`src/rtl/lbist_pkg.sv`:
```
// Shared types for the LBIST sequencer: FSM state encoding and the
// bundle of registered control outputs, plus the state-to-output decode.
package lbist_pkg;

  localparam int STATE_W   = 3;
  localparam int SIG_W_DEF = 32;

  typedef enum logic [STATE_W-1:0] {
    ST_IDLE,
    ST_INIT,
    ST_WARMUP,
    ST_RUN,
    ST_SETTLE,
    ST_COMPARE,
    ST_DONE
  } state_e;

  typedef struct packed {
    logic test_mode;
    logic tpg_load;
    logic tpg_en;
    logic misr_clr;
    logic misr_en;
    logic busy;
    logic started;
    logic finished;
    logic done;
  } ctrl_out_t;

  // Control outputs that belong to a state; registered alongside the state.
  function automatic ctrl_out_t decode_state(state_e s);
    ctrl_out_t o;
    o = '0;
    case (s)
      ST_INIT: begin
        o.test_mode = 1'b1;
        o.tpg_load  = 1'b1;
        o.misr_clr  = 1'b1;
        o.busy      = 1'b1;
      end
      ST_WARMUP: begin
        o.test_mode = 1'b1;
        o.tpg_en    = 1'b1;
        o.busy      = 1'b1;
        o.started   = 1'b1;
      end
      ST_RUN: begin
        o.test_mode = 1'b1;
        o.tpg_en    = 1'b1;
        o.misr_en   = 1'b1;
        o.busy      = 1'b1;
        o.started   = 1'b1;
      end
      ST_SETTLE: begin
        o.test_mode = 1'b1;
        o.misr_en   = 1'b1;
        o.busy      = 1'b1;
        o.started   = 1'b1;
        o.finished  = 1'b1;
      end
      ST_COMPARE: begin
        o.busy      = 1'b1;
        o.started   = 1'b1;
        o.finished  = 1'b1;
      end
      ST_DONE: begin
        o.started   = 1'b1;
        o.finished  = 1'b1;
        o.done      = 1'b1;
      end
      default: o = '0;
    endcase
    return o;
  endfunction

endpackage

```
`src/rtl/lbist_phase_counter.sv`:
```
// Loadable down-counter with a zero flag. Times the warm-up and capture
// phases; it stops at zero instead of wrapping, the FSM reloads it there.
module lbist_phase_counter #(
  parameter int CNT_W = 16
) (
  input  logic             clk,
  input  logic             rst,
  input  logic             i_load,
  input  logic [CNT_W-1:0] i_load_val,
  input  logic             i_dec,
  output logic             o_zero
);

  logic [CNT_W-1:0] r_count;

  // Load has priority over decrement; decrement saturates at zero.
  always_ff @(posedge clk or posedge rst) begin
    // NOTE: sequential state uses non-blocking assignments so every register
    // samples pre-edge values; blocking here would create ordering races.
    if (rst) begin
      r_count <= '0;
    end else if (i_load) begin
      r_count <= i_load_val;
    end else if (i_dec && (r_count != '0)) begin
      r_count <= r_count - 1'b1;
    end
  end

  assign o_zero = (r_count == '0);

endmodule

```
`src/rtl/lbist_controller.sv`:
```
// LBIST sequencer: seeds the TPG, clears the MISR, runs warm-up and capture
// phases, then compares the MISR signature against the golden value.
module lbist_controller
  import lbist_pkg::*;
#(
  parameter int              TEST_START    = 16,
  parameter int              TEST_DURATION = 1024,
  parameter int              CNT_W         = 16,
  parameter int              SIG_W         = SIG_W_DEF,
  parameter logic [SIG_W-1:0] GOLDEN_SIG    = '0
) (
  input  logic             clk,
  input  logic             rst,
  input  logic             start_i,
  input  logic             abort_i,
  input  logic [SIG_W-1:0] misr_sig_i,
  output logic             test_mode_o,
  output logic             tpg_load_o,
  output logic             tpg_en_o,
  output logic             misr_clr_o,
  output logic             misr_en_o,
  output logic             busy_o,
  output logic             test_started_o,
  output logic             test_finished_o,
  output logic             done_o,
  output logic             pass_o
);

  if (TEST_DURATION < 1) begin : g_bad_duration
    $error("lbist_controller: TEST_DURATION must be >= 1");
  end
  if ((longint'(TEST_START) >= (longint'(1) << CNT_W)) ||
      (longint'(TEST_DURATION) >= (longint'(1) << CNT_W))) begin : g_bad_cnt_w
    $error("lbist_controller: phase lengths do not fit CNT_W");
  end

  localparam bit               SKIP_WARMUP = (TEST_START == 0);
  localparam logic [CNT_W-1:0] WARMUP_LOAD = SKIP_WARMUP ? '0 : CNT_W'(TEST_START - 1);
  localparam logic [CNT_W-1:0] RUN_LOAD    = CNT_W'(TEST_DURATION - 1);

  state_e           r_state;
  state_e           w_nxt;
  ctrl_out_t        r_out;
  logic             r_pass;
  logic             w_cnt_load;
  logic             w_cnt_dec;
  logic [CNT_W-1:0] w_cnt_val;
  logic             w_cnt_zero;

  lbist_phase_counter #(
    .CNT_W (CNT_W)
  ) u_phase_counter (
    .clk        (clk),
    .rst        (rst),
    .i_load     (w_cnt_load),
    .i_load_val (w_cnt_val),
    .i_dec      (w_cnt_dec),
    .o_zero     (w_cnt_zero)
  );

  // Phase counter control: load on INIT and on warm-up expiry, else count down.
  always_comb begin
    // NOTE: every always_comb output gets a default first, so no path can
    // leave it unassigned and infer a latch.
    w_cnt_load = 1'b0;
    w_cnt_dec  = 1'b0;
    w_cnt_val  = RUN_LOAD;
    case (r_state)
      ST_INIT: begin
        w_cnt_load = 1'b1;
        w_cnt_val  = SKIP_WARMUP ? RUN_LOAD : WARMUP_LOAD;
      end
      ST_WARMUP: begin
        w_cnt_load = w_cnt_zero;
        w_cnt_dec  = ~w_cnt_zero;
      end
      ST_RUN: w_cnt_dec = ~w_cnt_zero;
      default: ;
    endcase
  end

  // Next-state logic; abort wins over start and over phase completion.
  always_comb begin
    w_nxt = r_state;
    if (abort_i) begin
      w_nxt = ST_IDLE;
    end else begin
      case (r_state)
        ST_IDLE:    if (start_i) w_nxt = ST_INIT;
        ST_INIT:    w_nxt = SKIP_WARMUP ? ST_RUN : ST_WARMUP;
        ST_WARMUP:  if (w_cnt_zero) w_nxt = ST_RUN;
        ST_RUN:     if (w_cnt_zero) w_nxt = ST_SETTLE;
        ST_SETTLE:  w_nxt = ST_COMPARE;
        ST_COMPARE: w_nxt = ST_DONE;
        ST_DONE:    if (start_i) w_nxt = ST_INIT;
        default:    w_nxt = ST_IDLE;
      endcase
    end
  end

  // State, registered outputs and pass flag; outputs track the state being entered.
  always_ff @(posedge clk or posedge rst) begin
    if (rst) begin
      r_state <= ST_IDLE;
      r_out   <= '0;
      r_pass  <= 1'b0;
    end else begin
      r_state <= w_nxt;
      r_out   <= decode_state(w_nxt);
      if ((w_nxt == ST_IDLE) || (w_nxt == ST_INIT)) begin
        r_pass <= 1'b0;
      end else if (r_state == ST_COMPARE) begin
        r_pass <= (misr_sig_i == GOLDEN_SIG);
      end
    end
  end

  assign test_mode_o     = r_out.test_mode;
  assign tpg_load_o      = r_out.tpg_load;
  assign tpg_en_o        = r_out.tpg_en;
  assign misr_clr_o      = r_out.misr_clr;
  assign misr_en_o       = r_out.misr_en;
  assign busy_o          = r_out.busy;
  assign test_started_o  = r_out.started;
  assign test_finished_o = r_out.finished;
  assign done_o          = r_out.done;
  assign pass_o          = r_out.done & r_pass;

endmodule

```
`config.mk`:
```
export PLATFORM = sky130hd
export DESIGN_NAME = lbist_controller
export DESIGN_NICKNAME = d
export VERILOG_FILES = /design/src/rtl/lbist_pkg.sv /design/src/rtl/lbist_phase_counter.sv /design/src/rtl/lbist_controller.sv
export SDC_FILE = /design/constraint.sdc
export NUM_CORES = 1
export LEC_CHECK = 0
export CAP_MARGIN = 10
export CORE_MARGIN = 8
export CORE_UTILIZATION = 44
export CTS_CLUSTER_SIZE = 30
export DETAILED_ROUTE_END_ITERATION = 8
export PLACE_DENSITY = 0.74
export SYNTH_ARGS = -nofsm -noshare
export SYNTH_HDL_FRONTEND = slang
export SYNTH_SLANG_ARGS = --single-unit
```
`constraint.sdc`:
```
create_clock -name clk -period 2.2 [get_ports clk]
set_input_delay 0.22 -clock clk [delete_from_list [all_inputs] [get_ports clk]]
set_output_delay 0.22 -clock clk [all_outputs]
set_load 0.01 [all_outputs]
```
==> impl_metrics.json <==
{
  "status": "completed",
  "num_rows": 22,
  "path_clk_slew_ns": 0.09,
  "setup_tns_ns": 0,
  "combPwrFrac_pct": 21.6,
  "synth_area_mm2": 0.00165,
  "viasPerCell": 5.90,
  "synth_top_family_by_area": "simple AND/OR/NAND/NOR gates",
  "die_w_um": 77.2,
  "synth-edff-count": 0,
  "antenna_found_initial": 0,
  "syn2layout_area_growth_pct": 34.3,
  "hold_ws_ns": 0.290,
  "yosysSeqAreaShare_pct": 42.5,
  "grt_max_degree": 29,
  "startpoint_type": "register",
  "synth_xor_area_share_pct": 0,
  "finClkSkew_ns": 0.00167,
  "clkLatencyLatePin_ns": 0.28,
  "crit_arrival_ns": 2.23,
  "die-area_mm2": 0.00597,
  "gr-usage-all-layers_pct": 15.2,
  "total_leakage_power_nw": 0.861,
  "post-route-period-util_pct": 92.4,
  "synth_flop_cell": "dfrtp_1",
  "die_h_um": 77.2,
  "setup-violations-final": 0,
  "cp_max_fo": 16,
  "endpoint": "r_state[0]$_DFF_PP0_",
  "layout.nets": 262,
  "synth_common_cells": "dfrtp_1, nor2_1, a21oi_1, nand2_1, nand3_1",
  "cp_slowest_stage_delay_ns": 0.44,
  "yosys-top-cells-area": "dfrtp_1, nor2_1, o311ai_0",
  "place_hpwl_um": 3500,
  "max_freq_mhz": 492,
  "grt-ovfl-total": 0,
  "seq_power_share_pct": 50.3,
  "syn_area_per_cell_um2": 9.27,
  "yosys_warnings": 0,
  "power_density_mw_per_mm2": 516,
  "ys_ff_latch": 28,
  "cts_tree": "yes",
  "postRouteWirelength_um": 4600,
  "slew_viol_final": 0,
  "avgRoutedWirePerCell_um": 17.0,
  "power_mw": 1.14,
  "start_util_pct": 45.4,
  "rr_endpoint": "r_state[0]$_DFF_PP0_",
  "synth_compound_area_share_pct": 17.0,
  "p_int_mw": 0.836,
  "num_antenna_cells": 0,
  "rsz0062_at_grt": "no",
  "peakVddDrop_v": 0.000218,
  "port_buffers": 45,
  "gp_congestion": 0.885,
  "cp.required_ns": 2.39,
  "slowest_stage": "dfrtp_1",
  "yosysMostFrequentCell": "dfrtp_1",
  "slew_headroom_pct": 62.8,
  "ant_nets": 0,
  "hold_class": "in2async",
  "worst_slew_pin_slew_ns": 0.557,
  "synth-simple-area-share_pct": 34.4,
  "end_kind": "register",
  "cts_root_buffer": "clkbuf_8",
  "yosysUniqueCellTypes": 46,
  "reg2regPathDepth": 7,
  "syn_inst": 178,
  "cap_violations": 0,
  "drt-pass1-iter-count": 4,
  "cp_num_buf_inv": 2,
  "core-area_mm2": 0.00363,
  "worstSetupStartpoint": "u_phase_counter.r_count[0]$_DFFE_PP0P_",
  "grt_pass1_vias": 1632,
  "synth-adder-area-share_pct": 2.12,
  "pwr-share-clk_pct": 28.1,
  "postLayoutCellArea_mm2": 0.00222,
  "r2r_slack_ns": 0.17,
  "yosys.area.top_type": "dfrtp_1",
  "htreeDepth": 1,
  "instances_no_fill": 271,
  "drt_iter0_markers": 138,
  "vias": 1599,
  "route.detailed.drc": 0,
  "final_layout_size_suffix_gt1_share_pct": 8.07,
  "synth_nets": 216,
  "io_pins": 46,
  "p_switching_mw": 0.309,
  "cp_num_cells": 7,
  "cp_cell_sequence": "inv_1, ha_1, nor4b_4, and4_1, buf_4, nand2_1, a31oi_1",
  "grt_pass1_wl_um": 7730,
  "cts-buffers-inserted": 3,
  "cts_sinks": 28,
  "synth-async-reset-ratio_pct": 100,
  "dp.cells": 266,
  "cts.path.max_buffers": 2,
  "period_needed_ns": 2.03,
  "dpl-instance-area_mm2": 0.00215,
  "critPathTopFamily": "simple AND/OR/NAND/NOR gates",
  "path_class": "reg2reg",
  "synth_mux_area_share_pct": 0,
  "p_sw_share_pct": 27.0,
  "hold_viol_final": 0,
  "r2r-start": "u_phase_counter.r_count[0]$_DFFE_PP0P_",
  "synth_top_area_share_pct": 42.5
}
## how the worst min path moves through the flow
| stage | from | slack [ns] | end |
|---|---|---|---|
| 2_1_floorplan | rst | 0.29 | busy_o$_DFF_PP0_ |
| 3_3_place_gp | r_pass$_DFFE_PP0P_ | 0.53 | r_pass$_DFFE_PP0P_ |
| 3_5_place_dp | r_pass$_DFFE_PP0P_ | 0.53 | r_pass$_DFFE_PP0P_ |
| 4_1_cts | rst | 0.30 | test_mode_o$_DFF_PP0_ |
| 5_1_grt | rst | 0.35 | test_mode_o$_DFF_PP0_ |
| 6_report | rst | 0.29 | test_mode_o$_DFF_PP0_ |
## state kept, by name, summed over array words and instances (netlist names)
register,count
misr_en_o,1
u_phase_counter.r_count,16
r_pass,1
test_started_o,1
test_mode_o,1
test_finished_o,1
misr_clr_o,1
busy_o,1
done_o,1
r_state,3
tpg_en_o,1
## timing repair
| action | in CTS | in global routing |
|---|---|---|
| resized for setup | 0 | 0 |
| setup buffers | 0 | 1 |
| setup endpoints to repair | 0 | 1 |
| hold buffers | 0 | 0 |
## placed cells by master, fill, tap and decap left out, types with 2 or more instances in the layout
cell | Yosys | layout
nand4_1 | 3 | 3
a311oi_1 | 3 | 3
inv_1 | 4 | 4
dfrtp_1 | 28 | 28
or3_1 | 3 | 3
o21a_1 | 2 | 2
nor4b_1 | 2 | 2
nor3b_1 | 2 | 2
a21oi_1 | 12 | 12
buf_4 | 2 | 7
nor4_1 | 9 | 9
nor2_1 | 18 | 18
o31ai_1 | 5 | 5
nand2b_1 | 3 | 3
or2_2 | 3 | 3
o311ai_0 | 7 | 7
and4_1 | 3 | 3
nand3_1 | 11 | 11
clkbuf_8 | 0 | 4
or4_1 | 8 | 8
clkdlybuf4s50_1 | 0 | 45
o21ai_0 | 2 | 2
ha_1 | 2 | 2
nand2_1 | 11 | 11
nor3_1 | 3 | 3
nor2b_1 | 3 | 3
## cell type report
cell class | count | area [µm²]
Sequential cell | 28 | 701
Inverter | 4 | 15.0
Timing Repair Buffer | 52 | 503
Multi-Input combinational cell | 135 | 883
Tap cell | 48 | 60.1
Fill cell | 327 | 1420
Clock buffer | 4 | 55.1
## metal layers
layer | up-vias | GRT usage, % | routed length [µm]
met1 | 777 | 18.2 | 1880
met4 | 0 | 6.04 | 72
met5 | - | 0 | 0
li1 | 774 | - | -
met3 | 5 | 3.03 | 225
met2 | 43 | 25.8 | 2420
## power by group through the flow
stage	logic (mW)	registers [mW]	clock network, mW
finish	0.247	0.576	0.322
floorplan	0.132	0.577	0
CTS	0.244	0.575	0.336
detailed placement	0.243	0.585	0
global route	0.271	0.581	0.351
global placement	0.236	0.583	0
## cell families after synthesis
family	count (synthesis)
AO/OA/AOI/OAI	40
adder cells (fa/ha/maj)	3
buffers and inverters	15
flip-flops	28
AND/OR/NAND/NOR	92
## worst min-delay path: stages
cell             delay, ns
clkdlybuf4s50_1       0.39
inv_1                 0.05
buf_4                 0.32
## per-stage QoR
step                      worst slack (ns)  util, %
after CTS                            0.172     60.8
after global routing                0.0263     61.0
after global placement               0.283     59.3
after floorplan                      0.302        -
after detailed placement             0.203     59.3
final                                0.168     61.0
Note: power is estimated with default switching activity, not from simulation.
==> variant (config.mk and constraints unchanged) <==
Add an input register stage for `start_i`, `abort_i` and `misr_sig_i`, cleared by the reset; this delays them by one clock.
--- a/src/rtl/lbist_controller.sv
+++ b/src/rtl/lbist_controller.sv
@@ -26,4 +26,20 @@
   output logic             pass_o
 );
+
+  logic start_q;
+  logic abort_q;
+  logic [SIG_W-1:0] misr_sig_q;
+
+  always_ff @(posedge clk or posedge rst) begin
+    if (rst) begin
+      start_q    <= '0;
+      abort_q    <= '0;
+      misr_sig_q <= '0;
+    end else begin
+      start_q    <= start_i;
+      abort_q    <= abort_i;
+      misr_sig_q <= misr_sig_i;
+    end
+  end
 
   if (TEST_DURATION < 1) begin : g_bad_duration
@@ -83,9 +99,9 @@
   always_comb begin
     w_nxt = r_state;
-    if (abort_i) begin
+    if (abort_q) begin
       w_nxt = ST_IDLE;
     end else begin
       case (r_state)
-        ST_IDLE:    if (start_i) w_nxt = ST_INIT;
+        ST_IDLE:    if (start_q) w_nxt = ST_INIT;
         ST_INIT:    w_nxt = SKIP_WARMUP ? ST_RUN : ST_WARMUP;
         ST_WARMUP:  if (w_cnt_zero) w_nxt = ST_RUN;
@@ -93,5 +109,5 @@
         ST_SETTLE:  w_nxt = ST_COMPARE;
         ST_COMPARE: w_nxt = ST_DONE;
-        ST_DONE:    if (start_i) w_nxt = ST_INIT;
+        ST_DONE:    if (start_q) w_nxt = ST_INIT;
         default:    w_nxt = ST_IDLE;
       endcase
@@ -111,5 +127,5 @@
         r_pass <= 1'b0;
       end else if (r_state == ST_COMPARE) begin
-        r_pass <= (misr_sig_i == GOLDEN_SIG);
+        r_pass <= (misr_sig_q == GOLDEN_SIG);
       end
     end
Behaviour: not the same (Yosys sat finds a counterexample within 4 cycles, from zero or initial values and one cycle with rst high).
==> variant against the original RTL <==
Setup slack worse by 0.092 ns; routed wire length up 4.5%; first-iteration DRC count down 30%; power up 110%; critical path depth down 2; area after synthesis up 45%; non-clock buffer count unchanged; final area up 42%; global-route usage down 2.2 points; sequential cell count up 34; worst hold slack worse by 0.021 ns; largest cell class is now flip-flops and latches; largest power group unchanged.
==> variant: results (changes against the original RTL) <==
outcome:
  status: "complete, no violations"
finish:
  reg.largest.list: "misr_sig_q x32, u_phase_counter.r_count x16, r_state x3"
  fin_cells: 338  # +25%
  num_antenna_cells: 0  # unchanged
  nNetsFinal: 299  # +14%
  fillerInstances: 462  # +41%
  drive_gt1_share_pct: 11.3  # +3.2 points
yosys:
  synth_area_leaders: "dfrtp_1 (65%), nor2_1 (4.1%), xnor2_1 (4.0%), nor4_1 (3.9%), o21ai_0 (2.1%)"
  synth_cells: 206  # +16%
  async_flop_share_pct: 100  # unchanged
  ys_warn_count: 0  # unchanged
  synth_top_cells_by_count: "dfrtp_1 (62), nor2_1 (26), nor4_1 (15)"
  yosysSeqAreaShare_pct: 64.8  # +22 points
  syn-num-nets: 244  # +13%
  synth.distinct_cells: 36  # -22%
place:
  portBuffers: 45  # unchanged
  gp_congestion: 0.868  # -1.9%
  dpl_cell_area_sq_um: 2960  # +37%
  hpwl_mm: 3.36  # -4.1%
  place_inst: 321  # +21%
  dp_slack_ns: 0.0906  # -0.112 ns
detailed_routing:
  dr.pass1.iters: 4  # unchanged
  vias_per_cell: 4.98  # -16%
  drtIter0Drc: 96  # -30%
  wl_per_cell_um: 14.2  # -16%
worst_setup_path:
  cpPeakStageDelay_ns: 0.58  # +0.14 ns
  crit_arrival_ns: 2.37  # +0.14 ns
  slowest_stage: "or4_4"
  critPathMaxFanout: 4  # -12
  reg2reg_depth: 5  # -2
power_and_ir_drop:
  ir_drop_uv: 423  # +94%
  power_leakage_nw: 1.32  # +54%
global_route:
  grt_pass1_vias: 1720  # +5.4%
  antenna_found_initial: 0  # unchanged
  grt_use_total_pct: 12.9  # -2.2 points
  grt_max_degree: 63  # +120%
  grt_pass1_wl_mm: 8.32  # +7.7%
clock_tree:
  cts-root-buf: "clkbuf_8"
  cts_buffers: 9  # +6
  clk_latency_ns: 0.34  # +0.06 ns
  htreeDepth: 3  # +2
  clk_path_buf_depth: 2  # unchanged
  cts.clk_slew.worst_paths_ns: 0.07  # -0.02 ns
worst_hold_path:
  hold_path_class: "input port to asynchronous set/reset pin"
timing:
  tightest_slew_ns: 0.490  # -0.0672 ns
  fin_skew_ns: 0.00768  # +0.00600 ns
[variant: cell count changes in the layout (fill, tap and decap cells not counted), sizes merged, moves of 8 or more]
cell	unedited run	this run
dfrtp	28	62
nand3	11	3
nor2	18	26
o21ai	2	10
xnor2	0	11
[variant: logic make-up (layout without fill, tap and decap cells)]
| kind of cell | after synthesis | after routing | synth area share (%) |
|---|---|---|---|
| simple gates | 88 | 88 | 19.8 |
| flops | 62 | 62 | 64.8 |
| compound gates | 25 | 25 | 6.11 |
| xor+xnor | 16 | 16 | 5.85 |
| buf+inv | 13 | 73 | 2.40 |
| fa+ha+maj | 2 | 2 | 1.04 |
[variant: routing by layer]
metal | track usage (%) | wire length (um) | vias up
met5 | 0 | 0 | -
met4 | 8.89 | 116 | 0
met3 | 4.16 | 168 | 8
met2 | 19.6 | 2430 | 33
met1 | 15.3 | 2100 | 815
li1 | - | - | 827
[variant: metrics by stage]
stage / util (%) / hold WS [ns]
final: 58.5 / 0.269
after global routing: 58.5 / 0.272
after CTS: 58.1 / 0.270
after detailed placement: 55.0 / 0.558
after global placement: 55.0 / 0.546
after floorplan: - / 0.251
[variant: final cells by class]
type	instances	share of cell area, %
Clock buffer	10	4.06
Clock inverter	6	1.23
Inverter	5	0.597
Multi-Input combinational cell	131	25.5
Sequential cell	62	49.3
Tap cell	72	2.87
Timing Repair Buffer	52	16.4
[variant: final timing paths]
check	from	endpoint	slack (ns)
worst max-delay path	u_phase_counter.r_count[8]$_DFFE_PP0P_	u_phase_counter.r_count[1]$_DFFE_PP0P_	0.08
worst min-delay path	rst	misr_sig_q[21]$_DFF_PP0_	0.27
worst max register to register	u_phase_counter.r_count[8]$_DFFE_PP0P_	u_phase_counter.r_count[1]$_DFFE_PP0P_	0.08
worst min register to register	u_phase_counter.r_count[13]$_DFFE_PP0P_	u_phase_counter.r_count[13]$_DFFE_PP0P_	0.57
max in group asynchronous	rst	u_phase_counter.r_count[14]$_DFFE_PP0P_	1.68
min in group clk	misr_sig_i[5]	misr_sig_q[5]$_DFF_PP0_	0.31
[variant: worst max-delay path, delay by kind of cell, from the launching register on]
kind / cells / cell delay, ns
flops: 1 / 0.40
simple gates: 4 / 1.55
compound gates: 1 / 0.07
[variant: repair_timing]
action | CTS | global route
endpoints found under the setup margin | 0 | 9
gates resized for setup | 0 | 4
buffers inserted | 0 | 0
[variant: where the power goes]
| group | switching [mW] | internal [mW] | total [mW] |
|---|---|---|---|
| logic | 0.138 | 0.146 | 0.284 |
| registers | 0.0530 | 1.21 | 1.26 |
| clock network | 0.427 | 0.403 | 0.830 |
